$ cat config.mk
export PLATFORM = sky130hd
export DESIGN_NAME = counter_compare_pipe
export DESIGN_NICKNAME = d
export VERILOG_FILES = /design/src/rtl/counter_compare_pipe.sv
export SDC_FILE = /design/constraint.sdc
export NUM_CORES = 1
export LEC_CHECK = 0
export ABC_AREA = 1
export BUFFER_PORTS_ARGS = -buffer_cell sky130_fd_sc_hd__buf_2
export CORE_MARGIN = 3
export CORE_UTILIZATION = 45
export CTS_BUF_LIST = sky130_fd_sc_hd__clkbuf_8
export DETAILED_ROUTE_END_ITERATION = 8
export GPL_ROUTABILITY_DRIVEN = 0
export GPL_TIMING_DRIVEN = 0
export PLACE_DENSITY_LB_ADDON = 0.25
export SYNTH_ARGS = -nofsm -noshare
export SYNTH_HDL_FRONTEND = slang
export SYNTH_SLANG_ARGS = --single-unit
$ cat constraint.sdc
create_clock -name clk -period 2 [get_ports clk]
set_input_delay 0.1 -clock clk [delete_from_list [all_inputs] [get_ports clk]]
set_output_delay 0.1 -clock clk [all_outputs]
set_load 0.05 [all_outputs]
$ cat src/rtl/counter_compare_pipe.sv
// Up/down counter (clear, load, wrap or saturate) feeding a split-half magnitude comparator.
// Counter/OV: 1 cycle; gt/eq: STAGES cycles after the count; no backpressure, one compare per cycle.
module counter_compare_pipe #(
    parameter int WIDTH    = 16,
    parameter int STAGES   = 2,
    parameter int SATURATE = 0
) (
    input  logic             clk,
    input  logic             Reset,
    input  logic             EN,
    input  logic             CLR,
    input  logic             UP,
    input  logic             LD,
    input  logic [WIDTH-1:0] ld_val,
    input  logic [WIDTH-1:0] cmp_val,
    output logic [WIDTH-1:0] counter,
    output logic             OV,
    output logic             gt,
    output logic             eq,
    output logic             cmp_valid
);

    localparam int H = WIDTH / 2;
    localparam logic [WIDTH-1:0] MAX_VAL = {WIDTH{1'b1}};
    localparam logic [WIDTH-1:0] ONE     = WIDTH'(1);

    logic [WIDTH-1:0]  cnt_nxt;
    logic              ov_nxt;
    logic              hi_gt, hi_eq, lo_gt, lo_eq;
    logic [STAGES-2:0] gt_pipe, eq_pipe;
    logic [STAGES-1:0] vld_sr;

    always_comb begin
        cnt_nxt = counter;
        ov_nxt  = 1'b0;
        if (CLR) begin
            cnt_nxt = '0;
        end else if (LD) begin
            cnt_nxt = ld_val;
        end else if (EN) begin
            if (UP) begin
                if (counter == MAX_VAL) begin
                    ov_nxt  = 1'b1;
                    cnt_nxt = (SATURATE != 0) ? MAX_VAL : '0;
                end else begin
                    cnt_nxt = counter + ONE;
                end
            end else begin
                if (counter == '0) begin
                    ov_nxt  = 1'b1;
                    cnt_nxt = (SATURATE != 0) ? '0 : MAX_VAL;
                end else begin
                    cnt_nxt = counter - ONE;
                end
            end
        end
    end

    always_ff @(posedge clk) begin
        if (Reset) begin
            counter <= '0;
            OV      <= 1'b0;
        end else begin
            counter <= cnt_nxt;
            OV      <= ov_nxt;
        end
    end

    // Splitting the compare in halves keeps each stage to a WIDTH/2-bit carry chain.
    always_ff @(posedge clk) begin
        if (Reset) begin
            hi_gt <= 1'b0;
            hi_eq <= 1'b0;
            lo_gt <= 1'b0;
            lo_eq <= 1'b0;
        end else begin
            hi_gt <= counter[WIDTH-1:H] >  cmp_val[WIDTH-1:H];
            hi_eq <= counter[WIDTH-1:H] == cmp_val[WIDTH-1:H];
            lo_gt <= counter[H-1:0]     >  cmp_val[H-1:0];
            lo_eq <= counter[H-1:0]     == cmp_val[H-1:0];
        end
    end

    always_ff @(posedge clk) begin
        if (Reset) begin
            gt_pipe <= '0;
            eq_pipe <= '0;
            vld_sr  <= '0;
        end else begin
            gt_pipe[0] <= hi_gt | (hi_eq & lo_gt);
            eq_pipe[0] <= hi_eq & lo_eq;
            for (int i = 1; i < STAGES - 1; i++) begin
                gt_pipe[i] <= gt_pipe[i-1];
                eq_pipe[i] <= eq_pipe[i-1];
            end
            vld_sr <= {vld_sr[STAGES-2:0], 1'b1};
        end
    end

    assign gt        = gt_pipe[STAGES-2];
    assign eq        = eq_pipe[STAGES-2];
    assign cmp_valid = vld_sr[STAGES-1];

endmodule

==> results.md <==
- Synthesis inferred 25 register bits.
- After routing the design area is 0.00291 mm2.
- For this run, design rule violations remaining after detail routing come to 0.
- By count the netlist is led by nand2_1 (113), inv_1 (51), nor2_1 (38).
- The share of the yosys chip area belonging to registers is 0.200.
- Among all cell types in the netlist, the one instantiated most often is nand2_1.
- For this run, global-route usage on met1 was measured as 0.309.
- The post-DP HPWL is 5940 um.
- Clock tree synthesis found a total of 25 sinks.
- The total power density per cell area is 489 mW/mm2.
- After synthesis, the cell types taking the most area are dfxtp_1 (20%), nand2_1 (17%), ha_1 (9.5%), inv_1 (7.7%), nand3_1 (7.2%).
- Of the cells placed in the final design, the portion with a size suffix greater than 1 is 0.231.
- In this run, synthesis inferred 0 flip-flops with an integrated enable.
- The maximum clock insertion buffer count is 2.
- The post-placement cell area is 0.00287 mm2.
- Buffers placed on the I/O ports in this run total 56.
- The number of optimization iterations in the first detailed-route pass is 5.
- The floorplan step defined a core boundary enclosing around 0.0052 mm2.
- From left edge to right edge, the die measures roughly 80 um.
- Data arrives at the worst endpoint at between 1.5 and 2 ns.
- The required time of the critical path is 2.14 ns.
- After clock tree synthesis, the setup repair step added 0 buffers.
- Counting every net in the synthesized netlist gives around 460.
- The critical path launch point is counter[0]$_SDFFE_PP0P_.
- At the pin with the least slew margin, the transition time is 0.611 ns.
- In this run the register-to-register setup slack is roughly 0.21 ns.
- The peak-usage layer in the global routing report is met2.
- The number of max-slew violations in the final report is 0.
- The highest clock rate is 0.560 GHz.
- The via count of the first global-routing pass is 2515.
- The biggest area contributor in the post-synthesis netlist is dfxtp_1.
- The flow ran to the end, and the final reports show no timing, DRC or antenna violations.
- For the final database, setup skew stands at between 0.003 and 0.004 ns.
- The endpoint kind of the worst setup timing path is a register.
- For met3 alone, demand over resource in global routing was 0.00785.
- The summed negative setup slack over all endpoints is 0 ns.
- The final worst-path cycle share is 0.893.
- Among all flip-flop cells after synthesis, the most frequent one is dfxtp_1.
- The endpoint of the most critical register-to-register path is counter[15]$_SDFFE_PP0P_.
- In the final design database the tool counted between 500 and 600 nets.
- Across the VDD grid, the largest voltage drop is 0.231 mV.
- Clock tree synthesis inserted a total of 3 buffers.
- The path with the worst hold slack has its endpoint at vld_sr[1]$_SDFF_PP0_.
- The count of endpoints failing setup in the final report is 0.
- The number of hold violations in the final report came to 0.
- After synthesis, the share of flip-flops with an asynchronous set or reset is 0.
- In this run the number of H-tree levels came out at 1.
- The detail route stage leaves a number of antenna-violating nets equal to 0.
- The placement row count is 26.
- The number of warnings reported in the yosys synthesis log is 0.
- The critical-path maximum fanout is 8.
- The wire length of the first global-routing pass is 11800 um.
- The smallest setup slack after layout is 0.213 ns.
- The path type of the worst setup path is reg2reg.
- The latest clock arrival within the worst-skew pair is 0.27 ns.
- For this block, the via count after detailed routing is 2834.
- The met2 usage in global routing is 0.389.
- The area growth from synthesis to layout is 16.6%.
- The effective utilization at floorplan is 0.477.
- The area of the mapped netlist is roughly 0.0025 mm2.
- After detailed routing, the average wire length per cell comes to 13.6 um.
- The share of Yosys cell area claimed by the top area cell type is 0.200.
- Measured along the y axis, the die boundary spans slightly above 80 um.
- Headroom to the max-slew limit came out at 0.592.
- The startpoint of the tightest hold check path is Reset.
- The floorplan step defined a die boundary enclosing roughly 0.0065 mm2.
- Counting instances, the worst hold path has a depth of 2.
- In this run the critical register-to-register path is launched from counter[0]$_SDFFE_PP0P_.
- The number of DRC markers in iteration 0 is between 200 and 250.
- The tool flagged a number of max-cap violations equal to 0.
- In this run the static leakage power is 0.00157 uW.
- The detailed-route wire length is 7300 um.
- The synthesized instance count is 407.
- The post-placement setup slack is 0.155 ns.
- Counting distinct cell types in the post-synthesis netlist gives 34.
- The CTS tree is built.
- The cell chosen for the clock root is clkbuf_8.
- The tightest min-delay check is of the in2reg type.
- The type of element launching the critical path is a register.
- The length in cells of the worst reg-to-reg path is 11.
- Setup repair after global routing left no endpoint under its margin.
- In the global route stage, overall resource usage came out at 0.228.
- Entering global routing, the biggest net connects 14 pins.
- The shortest period the worst path allows is 1.79 ns.
- 0 antenna diodes ended up in the layout.
- The initial antenna violation count is 0.
- The clock-pin slew on the worst setup and hold paths is 0.09 ns.
- The post-synthesis area per instance is 6.14 um2.
- 58 I/O pins were placed.
- The total overflow left after global routing is 0.
- Using the TritonRoute via totals, the vias-per-cell ratio works out to between 5 and 6.
==> kinds of logic (layout without fill, tap and decap cells) <==
group	Yosys count	count (layout)	share of synthesized area
and+or+nand+nor	226	226	0.419
buffers and inverters	75	135	0.127
AOI/OAI and AO/OA	56	56	0.137
DFF	25	25	0.200
adders and majority gates	19	19	0.0952
xor gates and xnor gates	6	6	0.0210
==> layout make-up <==
cell class	instances	area, um2
Fill cell	560	2330
Multi-Input combinational cell	307	1680
Sequential cell	25	502
Timing Repair Buffer	56	280
Inverter	58	218
Buffer	17	100
Tap cell	70	87.6
Clock buffer	3	41.3
Clock inverter	1	3.75
==> power breakdown <==
group	internal (uW)	total [uW]	switching, uW	leakage, uW
registers	517	541	23.2	0.000205
logic	201	588	387	0.00133
clock network	137	296	158	0.0000269
==> critical path: stages (launching register included) <==
cell     delay (ns)
dfxtp_1        0.43
ha_1           0.17
buf_2          0.18
nand2_1        0.11
nor2_4         0.16
nand3_4        0.11
nor2_4         0.14
nor2_4         0.08
nand3_1        0.08
nand2_1        0.06
nand2_1        0.07
a21oi_2        0.06
==> worst max path at each step <==
stage | slack (ns) | endpoint
after floorplan | 0.05 | counter[15]$_SDFFE_PP0P_
after global placement | 0.17 | counter[5]$_SDFFE_PP0P_
after detailed placement | 0.16 | counter[15]$_SDFFE_PP0P_
after CTS | 0.14 | counter[15]$_SDFFE_PP0P_
after global routing | 0.04 | counter[7]$_SDFFE_PP0P_
final | 0.21 | counter[15]$_SDFFE_PP0P_
==> registers in the layout, indices dropped and copies added (netlist names) <==
name and cells:
OV 1, counter 16, eq 1, gt 1, hi_eq 1, hi_gt 1
lo_eq 1, lo_gt 1, vld_sr 2
==> routing by layer <==
layer	vias to the layer above	wire, um
li1	1437	-
met1	1287	3350
met2	98	3390
met3	12	422
met4	0	130
met5	-	0
==> through the flow <==
| stage | total power (uW) | cells | utilization | hold WS (ns) |
|---|---|---|---|---|
| 5_1_grt | 1510 | 537 | 0.556 | 0.0850 |
| 3_3_place_gp | 1120 | 533 | 0.547 | 0.350 |
| 4_1_cts | 1420 | 537 | 0.556 | 0.0719 |
| 3_5_place_dp | 1130 | 533 | 0.547 | 0.358 |
| 6_report | 1420 | 537 | 0.556 | 0.0691 |
| 2_1_floorplan | 977 | 407 | - | 0.171 |
==> layout by cell type (no fill, tap or decap), drive strengths merged, types with 10 or more instances in the layout <==
cell	n
a22oi	12
nand4	10
nor2	53
nand3	38
inv	58
dfxtp	25
a21oi	21
buf	71
o21ai	14
ha	19
nand2	117
==> repair_timing <==
action / CTS / global route
setup endpoints to repair: 0 / 2
hold buffers: 0 / 0
gates resized for setup: 0 / 1
endpoints found under the hold margin: 0 / 0
Power figures use the tool's default switching activity.
